<file path="config.mk">
export PLATFORM = sky130hd
export DESIGN_NAME = demo_slave_responder
export DESIGN_NICKNAME = d
export VERILOG_FILES = /design/src/rtl/demo_slave_responder.sv
export SDC_FILE = /design/constraint.sdc
export NUM_CORES = 1
export LEC_CHECK = 0
export CAP_MARGIN = 40
export CORE_MARGIN = 2
export CORE_UTILIZATION = 50
export DETAILED_ROUTE_END_ITERATION = 10
export PLACE_DENSITY_LB_ADDON = 0.08
export SYNTH_ARGS = -nofsm -noshare
export SYNTH_HDL_FRONTEND = slang
export SYNTH_SLANG_ARGS = --single-unit
</file>
<file path="constraint.sdc">
create_clock -name clk -period 3.2 [get_ports clk]
set_input_delay 0.64 -clock clk [delete_from_list [all_inputs] [get_ports clk]]
set_output_delay 0.64 -clock clk [all_outputs]
set_load 0.01 [all_outputs]
</file>
<file path="src/rtl/demo_slave_responder.sv">
// Memory-backed bus slave: accepts one request at a time, waits LATENCY cycles,
// then commits the write or returns the read, mirroring the last write on LED.
module demo_slave_responder #(
   parameter int                    DATA_WIDTH           = 8,
   parameter int                    SLAVE_MEM_ADDR_WIDTH = 13,
   parameter int                    MEM_ADDR_WIDTH       = 5,
   parameter int                    LATENCY              = 2,
   parameter logic [DATA_WIDTH-1:0] OOR_FILL             = 8'hFF
) (
   input  logic                            clk,
   input  logic                            rstn,
   input  logic                            s_valid,
   input  logic                            s_rw,
   input  logic [SLAVE_MEM_ADDR_WIDTH-1:0] s_addr,
   input  logic [DATA_WIDTH-1:0]           s_wdata,
   output logic                            s_ready,
   output logic                            s_done,
   output logic [DATA_WIDTH-1:0]           s_rdata,
   output logic [DATA_WIDTH-1:0]           LED,
   output logic [7:0]                      wr_count,
   output logic                            err
);

   localparam int MEM_DEPTH = 2 ** MEM_ADDR_WIDTH;
   localparam logic [3:0] CNT_INIT = (LATENCY > 0) ? 4'(LATENCY - 1) : 4'd0;

   typedef enum logic [1:0] {IDLE, BUSY, RESP} state_t;

   state_t                          state, state_nx;
   logic [3:0]                      cnt, cnt_nx;
   logic                            req_rw;
   logic [SLAVE_MEM_ADDR_WIDTH-1:0] req_addr;
   logic [DATA_WIDTH-1:0]           req_wdata;
   logic [DATA_WIDTH-1:0]           mem [MEM_DEPTH];

   logic                            op_rw;
   logic [SLAVE_MEM_ADDR_WIDTH-1:0] op_addr;
   logic [DATA_WIDTH-1:0]           op_wdata;
   logic                            in_range;
   logic [MEM_ADDR_WIDTH-1:0]       idx;
   logic                            commit;

   // With LATENCY=0 the commit happens on the accept edge, before the latch holds the request.
   assign op_rw    = (state == IDLE) ? s_rw    : req_rw;
   assign op_addr  = (state == IDLE) ? s_addr  : req_addr;
   assign op_wdata = (state == IDLE) ? s_wdata : req_wdata;
   assign in_range = (op_addr[SLAVE_MEM_ADDR_WIDTH-1:MEM_ADDR_WIDTH] == '0);
   assign idx      = op_addr[MEM_ADDR_WIDTH-1:0];

   always_comb begin
      // NOTE: every output of this block gets a default first, so no path infers a latch.
      state_nx = state;
      cnt_nx   = cnt;
      commit   = 1'b0;
      case (state)
         IDLE: begin
            if (s_valid) begin
               if (LATENCY == 0) begin
                  state_nx = RESP;
                  commit   = 1'b1;
               end else begin
                  state_nx = BUSY;
                  cnt_nx   = CNT_INIT;
               end
            end
         end
         BUSY: begin
            if (cnt == 4'd0) begin
               state_nx = RESP;
               commit   = 1'b1;
            end else begin
               cnt_nx = cnt - 4'd1;
            end
         end
         RESP:    state_nx = IDLE;
         default: state_nx = IDLE;
      endcase
   end

   // NOTE: state is updated with non-blocking assignments so all flops see pre-edge values.
   always_ff @(posedge clk) begin
      if (!rstn) begin
         state     <= IDLE;
         cnt       <= 4'd0;
         req_rw    <= 1'b0;
         req_addr  <= '0;
         req_wdata <= '0;
         s_ready   <= 1'b1;
         s_done    <= 1'b0;
         s_rdata   <= '0;
         LED       <= '0;
         wr_count  <= 8'd0;
         err       <= 1'b0;
         // NOTE: the memory is a reset register file, so readback after reset is defined as zero.
         for (int i = 0; i < MEM_DEPTH; i++) mem[i] <= '0;
      end else begin
         state   <= state_nx;
         cnt     <= cnt_nx;
         s_ready <= (state_nx == IDLE);
         s_done  <= commit;
         if (state == IDLE && s_valid) begin
            req_rw    <= s_rw;
            req_addr  <= s_addr;
            req_wdata <= s_wdata;
         end
         if (commit) begin
            if (in_range) begin
               if (op_rw) begin
                  mem[idx] <= op_wdata;
                  LED      <= op_wdata;
                  wr_count <= wr_count + 8'd1;
               end else begin
                  s_rdata <= mem[idx];
               end
            end else begin
               err <= 1'b1;
               if (!op_rw) s_rdata <= OOR_FILL;
            end
         end
      end
   end

endmodule

</file>
==> impl_metrics.tcl, run 1 <==
set metrics [dict create \
    insertion_delay_ps 520 \
    clk_pin_slew_ps 60 \
    setup_viol 0 \
    powerDensity_nw_per_um2 584.9 \
    dp_hpwl_mm 23.30 \
    area_growth_pct 19.32 \
    drt-total-wl_mm 35.35 \
    overflow 0 \
    power_mw 9.180 \
    worst_setup_path_start_kind "flop" \
    top_layer_used "met4" \
    root_buffer "clkbuf_16" \
    endpoint_kind "flop" \
    whs_ps 465.5 \
    initialDrtViolationCount 1080 \
    fin_nets 1283 \
    p_clk_share_pct 39.0 \
    die_h_um 166.2 \
    p_seq_share_pct 49.9 \
    drive_gt1_share_pct 14.10 \
    clk_path_buf_depth 3 \
    post-cts-setup-buffer-count 0 \
    synth_cell_types 44 \
    synth_top_family_by_area "simple AND/OR/NAND/NOR gates" \
    grt_antenna_before_repair 0 \
    final-hold-violation-count 0 \
    min_path_type "reg2reg" \
    design.die.area_um2 27620 \
    vias 9568 \
    initial_core_util_pct 50.77 \
    yosysSeqAreaShare_pct 66.81 \
    grt_pass1_wl_mm 54.30 \
    synth_edf_count 256 \
    p_sw_mw 2.263 \
    grt_usage_pct 25.70 \
    core_area_um2 25910 \
    port_buffers 51 \
    finalWorstSetupSlack_ps 416.4 \
    synth_fa_ha_area_share_pct 0.1902 \
    arrival_ps 2940 \
    fmax_mhz 359.2 \
    fin_skew_ps 19.82 \
    cts_resized 0 \
    synthSimpleGateAreaFrac_pct 15.71 \
    rsz0062_at_grt "false" \
    ir_worst_vdd_v 0.0003854 \
    synth.net_count 1183 \
    status "finished clean" \
    tightest_slew_ps 745.3 \
    die_w_um 166.2 \
    internal-power_mw 6.917 \
    fin_util_pct 60.58 \
    synth.most_common_cell "nor2_1" \
    ys_ff_latch 311 \
    avgRoutedWirePerCell_um 21.93 \
    synth_common_cells "294 x nor2_1, 256 x edfxtp_1, 128 x a22oi_1" \
    worstSetupPathType "reg2reg" \
    tns_ps 0 \
    postRouteAntennaNets 0 \
    synthTopCellsByArea "edfxtp_1 58%, nor2_1 8.4%, dfxtp_1 8.4%, a22oi_1 7.3%, a21oi_1 3.0%" \
    cts_inserted_buffers 34 \
    worstPathRequired_ps 3350 \
    wl_met1_mm 15.15 \
    grt_max_degree 52 \
    synthArstFlopShare_pct 0 \
    synthXorXnorAreaFrac_pct 0.4660 \
    synthMuxAreaShare_pct 0.9321 \
    grt_pass1_vias 9398 \
    diodes 0 \
    synth_top_cell_by_area "edfxtp_1" \
    r2r_slack_ps 420 \
    pwr-share-comb_pct 11.1 \
    period_minus_slack_ps 2784 \
    synthCells 1156 \
    post-route-drc-count 0 \
    met3WireLength_mm 2.559 \
    p_sw_share_pct 24.65 \
    cp_max_fo 13 \
    slew_violations 0 \
    synth_area_per_cell_um2 11.38 \
    holdBufCountCts 0 \
    syn_area_um2 13160 \
    rows 59 \
    io_pins 52 \
    cts_tree "done" \
    leakage_nw 5.589 \
    firstDrtPassIters 5 \
    htreeDepth 2 \
    cap_violations 0 \
    synth_top_area_share_pct 58.44 \
    route.met2.wl_mm 16.86 \
    drt-vias-per-instance 5.935 \
    place_congestion 0.8074 \
    max_slew_margin_pct 48.89 \
    pre_cts_ws_ps 70.21 \
    synth_compound_area_share_pct 13.02 \
    cts_num_sinks 311 \
    yosys_warnings 0 \
    nFillCells 2147 \
    synthFlopType "edfxtp_1" \
    fin_crit_sh_pct 86.99 \
]
## area by class of cell
cell class | instances | area, um2 | area share [%]
Sequential cell | 311 | 8788 | 55.99
Multi-Input combinational cell | 760 | 4144 | 26.40
Timing Repair Buffer | 144 | 1329 | 8.465
Clock buffer | 50 | 962.2 | 6.130
Tap cell | 335 | 419.2 | 2.670
Clock inverter | 7 | 35.03 | 0.2232
Inverter | 5 | 18.77 | 0.1196
## power groups by stage
stage	Clock [mW]	Combinational [mW]	Sequential (mW)
2_1_floorplan	0	0.550	4.64
3_3_place_gp	0	1.00	4.66
3_5_place_dp	0	1.01	4.67
4_1_cts	3.64	1.01	4.58
5_1_grt	3.81	1.08	4.59
6_report	3.58	1.02	4.58
## worst max-delay path: stages, from the launching register on
cell and delay (ps):
dfxtp_1 430, nor2_4 390, buf_4 250, and3_1 200, o21ai_1 190, nor3b_1 370, buf_4 230, nand2_2 60
nand2_1 330
## path summary, 6_finish.rpt
check / from / endpoint / cells after the start
setup reg to reg: state[0] / mem[31][7] / 8
hold reg to reg: req_addr[10] / req_addr[10] / 2
hold / removal: req_addr[10] / req_addr[10] / 2
setup / recovery: state[0] / mem[31][7] / 8
## layout by cell type (no fill, tap or decap), drive strengths merged, types with 10 or more instances in the layout
cell           instances
a21boi                10
a21oi                 80
a22oi                128
buf                   94
clkbuf                50
clkdlybuf4s50         50
dfxtp                 55
edfxtp               256
mux2i                 10
nand2                125
nor2                 294
nor3                  11
nor4                  13
o21ai                 19
## logic make-up after synthesis
logic type / after synthesis
AND/OR/NAND/NOR: 477
flip-flops: 311
AO/OA/AOI/OAI: 262
buffers and inverters: 85
multiplexers: 12
XOR/XNOR: 7
adder cells (fa/ha/maj): 2
## layer usage
layer / GRT usage [%] / vias up
met5: 0 / -
met4: 7.146 / 0
met3: 4.647 / 65
met2: 41.96 / 381
met1: 35.66 / 4724
li1: - / 4398
## sequential cells by signal (all words and copies together), names as in the netlist, 2 cells and up
| register | cells |
|---|---|
| wr_count | 8 |
| LED | 8 |
| mem | 256 |
| req_wdata | 8 |
| state | 2 |
| req_addr | 13 |
| cnt | 4 |
| s_rdata | 8 |
## stage by stage
| step | area (um2) | cells |
|---|---|---|
| after floorplan | 13160 | 1156 |
| after global placement | 14700 | 1555 |
| after detailed placement | 14700 | 1555 |
| after CTS | 15700 | 1612 |
| after global routing | 15700 | 1612 |
| final | 15700 | 1612 |
Power figures use the tool's default switching activity.
==> inputs of run 2 (changes only) <==
--- a/config.mk
+++ b/config.mk
@@ -6,7 +6,7 @@
 export NUM_CORES = 1
 export LEC_CHECK = 0
 export CAP_MARGIN = 40
-export CORE_MARGIN = 2
+export CORE_MARGIN = 1
 export CORE_UTILIZATION = 50
 export DETAILED_ROUTE_END_ITERATION = 10
 export PLACE_DENSITY_LB_ADDON = 0.08
==> impl_metrics.tcl, run 2 (same netlist as run 1, synthesis figures left out) <==
set metrics [dict create \
    diodes 0 \
    place_congestion 0.8521 \
    pre_cts_ws_ps 128.0 \
    vias 9296 \
    ir_worst_vdd_v 0.0005010 \
    rsz0062_at_grt "false" \
    clk_pin_slew_ps 60 \
    reg_top3 "mem x256, req_addr x13" \
    period_minus_slack_ps 2667 \
    status "finished clean" \
    slew_violations 0 \
    port_buffers 51 \
    htreeDepth 2 \
    die_h_um 164.2 \
    holdBufCountCts 0 \
    tns_ps 0 \
    io_pins 52 \
    nFillCells 2123 \
    drt-vias-per-instance 5.810 \
    fin_nets 1271 \
    max_slew_margin_pct 57.07 \
    drive_gt1_share_pct 13.28 \
    die_w_um 164.2 \
    cts_num_sinks 311 \
    rows 59 \
    fin_skew_ps 7.676 \
    mostFrequentLayoutCells "293 x nor2_1, 256 x edfxtp_1, 128 x a22oi_1, 97 x nand2_1, 80 x a21oi_1" \
    core_area_um2 25910 \
    overflow 0 \
    worstPathRequired_ps 3580 \
    root_buffer "clkbuf_16" \
    endpoint_kind "flop" \
    postRouteAntennaNets 0 \
    cts_resized 0 \
    grt_antenna_before_repair 0 \
    worst_setup_path_start_kind "flop" \
    grt_pass1_vias 8745 \
    cap_violations 0 \
    initialDrtViolationCount 1052 \
    layout_commonest_cell "nor2_1" \
    cp_max_fo 65 \
    grt_pass1_wl_mm 52.45 \
    instances_no_fill 1600 \
    min_path_type "reg2reg" \
    regMostFlops "mem" \
    powerDensity_nw_per_um2 586.1 \
    dp_hpwl_mm 22.91 \
    grt_usage_pct 26.62 \
    final-hold-violation-count 0 \
    fin_crit_sh_pct 83.36 \
    drt-total-wl_mm 34.85 \
    largest_reg_flops 256 \
    dpl_cell_area_um2 14570 \
    grt_max_degree 66 \
    insertion_delay_ps 510 \
    power_mw 9.111 \
    worstSetupPathType "reg2reg" \
    finalWorstSetupSlack_ps 532.6 \
    design.die.area_um2 26960 \
    area_growth_pct 18.16 \
    clk_path_buf_depth 3 \
    setup_viol 0 \
    cts_inserted_buffers 34 \
    stdcell_area_um2 15540 \
    numPlacedInstances 1543 \
    cts_tree "done" \
    post-cts-setup-buffer-count 0 \
    fmax_mhz 374.9 \
    leakage_nw 5.516 \
    post-route-drc-count 0 \
    initial_core_util_pct 50.77 \
    firstDrtPassIters 5 \
    arrival_ps 3040 \
    tightest_slew_ps 630.5 \
    avgRoutedWirePerCell_um 21.78 \
]
run 2: changes by cell type in the layout (fill, tap and decap cells not counted):
cell / delta
buf_8: +1
clkbuf_1: -4
clkinv_1: +4
buf_4: -9
clkbuf_8: -2
buf_12: -4
clkinvlp_4: -1
clkinv_2: +3
run 2: area by class of cell:
| type | count | area, um2 | area share (%) |
|---|---|---|---|
| timing repair buffer | 132 | 1196 | 7.695 |
| inverter | 5 | 18.77 | 0.1207 |
| multi-input combinational | 760 | 4144 | 26.66 |
| sequential | 311 | 8788 | 56.54 |
| tap | 335 | 419.2 | 2.697 |
| clock inverter | 13 | 57.56 | 0.3703 |
| clock buffer | 44 | 919.6 | 5.916 |
run 2: report_power, final:
group,total (mW),switching [mW],internal [mW]
clock network,3.53,1.52,2.01
registers,4.58,0.0705,4.51
logic,0.992,0.678,0.314
total,9.11,2.27,6.84
run 2: per-stage QoR:
step                      utilization [%]  hold slack, ps
after floorplan                         -           435.7
after global placement              56.16           450.8
after detailed placement            56.22           458.5
after CTS                           59.99           467.0
after global routing                59.99           485.0
final                               59.99           464.5
run 2: per-layer routing:
| layer | track usage (%) | vias to the layer above | wire length, um |
|---|---|---|---|
| met5 | 0 | - | 0 |
| met4 | 8.796 | 0 | 927 |
| met3 | 5.480 | 66 | 2798 |
| met2 | 39.84 | 371 | 15710 |
| met1 | 38.67 | 4489 | 15420 |
| li1 | - | 4370 | - |
run 2: final timing paths:
path	startpoint	to	slack (ps)	cells after the start
max	state[1]	s_rdata[0]	530	9
min	req_addr[6]	req_addr[6]	460	2
max reg2reg	state[1]	s_rdata[0]	530	9
min reg2reg	req_addr[6]	req_addr[6]	460	2
run 2: worst max-delay path, stage by stage, from the launching register on:
cell	delay, ps
dfxtp_1	430
nor2_4	310
buf_4	340
o31ai_4	100
buf_12	200
a22oi_1	260
a21oi_1	120
buf_4	160
nor4_1	420
a31oi_1	140
==> inputs of run 3 (changes only) <==
==> constraint.sdc (replaced) <==
create_clock -name clk -period 2.4 [get_ports clk]
set_input_delay 0.48 -clock clk [delete_from_list [all_inputs] [get_ports clk]]
set_output_delay 0.48 -clock clk [all_outputs]
set_load 0.01 [all_outputs]
==> impl_metrics.tcl, run 3 (same netlist as run 1, synthesis figures left out) <==
set metrics [dict create \
    min_path_type "in2reg" \
    max_slew_margin_pct 70.28 \
    ff2ff_path_depth 8 \
    clk_pin_slew_ps 60 \
    worst_setup_path_start_kind "flop" \
    arrival_ps 2670 \
    powerDensity_nw_per_um2 762.1 \
    rsz0062_at_grt "false" \
    holdBufCountCts 0 \
    finalWorstSetupSlack_ps 100.3 \
    cts_tree "done" \
    met3WireLength_mm 3.195 \
    fin_skew_ps 24.30 \
    tightest_slew_ps 442.9 \
    endpoint "s_rdata[2]" \
    clk_path_buf_depth 3 \
    tns_ps 0 \
    grt_pass1_vias 9357 \
    initialDrtViolationCount 914 \
    insertion_delay_ps 520 \
    regMostFlops "mem" \
    io_pins 52 \
    cp-startpoint "state[1]" \
    root_buffer "clkbuf_16" \
    overflow 0 \
    cap_violations 0 \
    vias 9808 \
    dp_hpwl_mm 24.27 \
    drt-total-wl_mm 36.02 \
    cts_num_sinks 311 \
    postRouteAntennaNets 0 \
    timing.rr.start "state[1]" \
    initial_core_util_pct 50.77 \
    worstPathRequired_ps 2770 \
    design.die.area_um2 26960 \
    instances_no_fill 1696 \
    avgRoutedWirePerCell_um 21.24 \
    port_buffers 51 \
    post-route-drc-count 0 \
    leakage_nw 6.192 \
    layout_commonest_cell "nor2_1" \
    mostFrequentLayoutCells "293 x nor2_1, 256 x edfxtp_1, 131 x buf_4, 128 x a22oi_1, 94 x nand2_1" \
    fin_util_pct 65.07 \
    route.met2.wl_mm 16.87 \
    hold_depth 3 \
    grt_antenna_before_repair 0 \
    setup_viol 0 \
    period_minus_slack_ps 2300 \
    power_mw 12.85 \
    numPlacedInstances 1632 \
    fmax_mhz 434.8 \
    fin_nets 1364 \
    r2r_slack_ps 100 \
    place_congestion 0.8272 \
    top_layer_used "met4" \
    grt_pass1_wl_mm 53.72 \
    r2r-end "s_rdata[2]" \
    largest_reg_flops 256 \
    core_area_um2 25910 \
    htreeDepth 2 \
    slew_violations 0 \
    reg_top3 "mem x256, req_addr x13" \
    die_h_um 164.2 \
    cts_inserted_buffers 34 \
    rows 59 \
    die_w_um 164.2 \
    grt_max_degree 56 \
    endpoint_kind "flop" \
    cp_max_fo 8 \
    ir_worst_vdd_v 0.0005913 \
    grt_usage_pct 27.18 \
    pre_cts_ws_ps -592.1 \
    wl_met1_mm 14.85 \
    status "finished clean" \
    firstDrtPassIters 5 \
    fin_crit_sh_pct 95.82 \
    drive_gt1_share_pct 20.43 \
    final-hold-violation-count 0 \
    area_growth_pct 28.16 \
    diodes 0 \
    drt-vias-per-instance 5.783 \
    worstSetupPathType "reg2reg" \
]
[run 3: cell count changes in the layout (fill, tap and decap cells not counted), moves of 3 or more]
cell	change
buf_12	+35
buf_4	+57
clkbuf_16	+3
nand2_1	-3
nand2_2	+3
nor4_1	-3
nor4_2	+3
[run 3: power by group]
group | internal, mW | switching (mW) | leakage, nW
registers | 6.02 | 0.0985 | 3.09
logic | 0.678 | 0.965 | 2.57
clock network | 3.06 | 2.03 | 0.527
[run 3: worst min-delay path by stage]
stage | from | end | slack, ps
2_1_floorplan | req_wdata[0] | req_wdata[0] | 440
5_1_grt | rstn | state[1] | 340
3_5_place_dp | req_addr[9] | req_addr[9] | 460
6_report | rstn | state[1] | 320
4_1_cts | rstn | state[1] | 380
3_3_place_gp | req_rw | req_rw | 450
[run 3: what timing repair did]
action / CTS / global route
buffers inserted: 0 / 3
gates resized for setup: 5 / 10
endpoints found under the setup margin: 212 / 227
gates cloned: 0 / 1
pin swaps: 0 / 1
[run 3: critical path, stage by stage, from the launching register on]
cell	delay (ps)
dfxtp_2	370
nor2_4	160
buf_4	240
mux2_2	450
nand2_1	250
buf_4	190
a21oi_1	60
nor3_2	320
a31oi_1	120
[run 3: stage by stage]
stage / area, um2 / hold WS [ps]
CTS: 16760 / 384.9
finish: 16860 / 324.3
floorplan: 13160 / 435.7
global route: 16860 / 344.5
detailed placement: 15650 / 457.8
global placement: 15650 / 449.2
[run 3: final cells by class]
class / instances / area, um2
Timing Repair Buffer: 225 / 2346
Inverter: 5 / 18.77
Fill cell: 1978 / 9051
Multi-Input combinational cell: 760 / 4195
Clock inverter: 15 / 113.9
Sequential cell: 311 / 8791
Tap cell: 335 / 419.2
Clock buffer: 45 / 975.9
[run 3: layer usage]
metal	GRT usage [%]	vias up
li1	-	4550
met4	9.428	0
met5	0	-
met1	37.71	4740
met3	4.141	71
met2	43.54	447
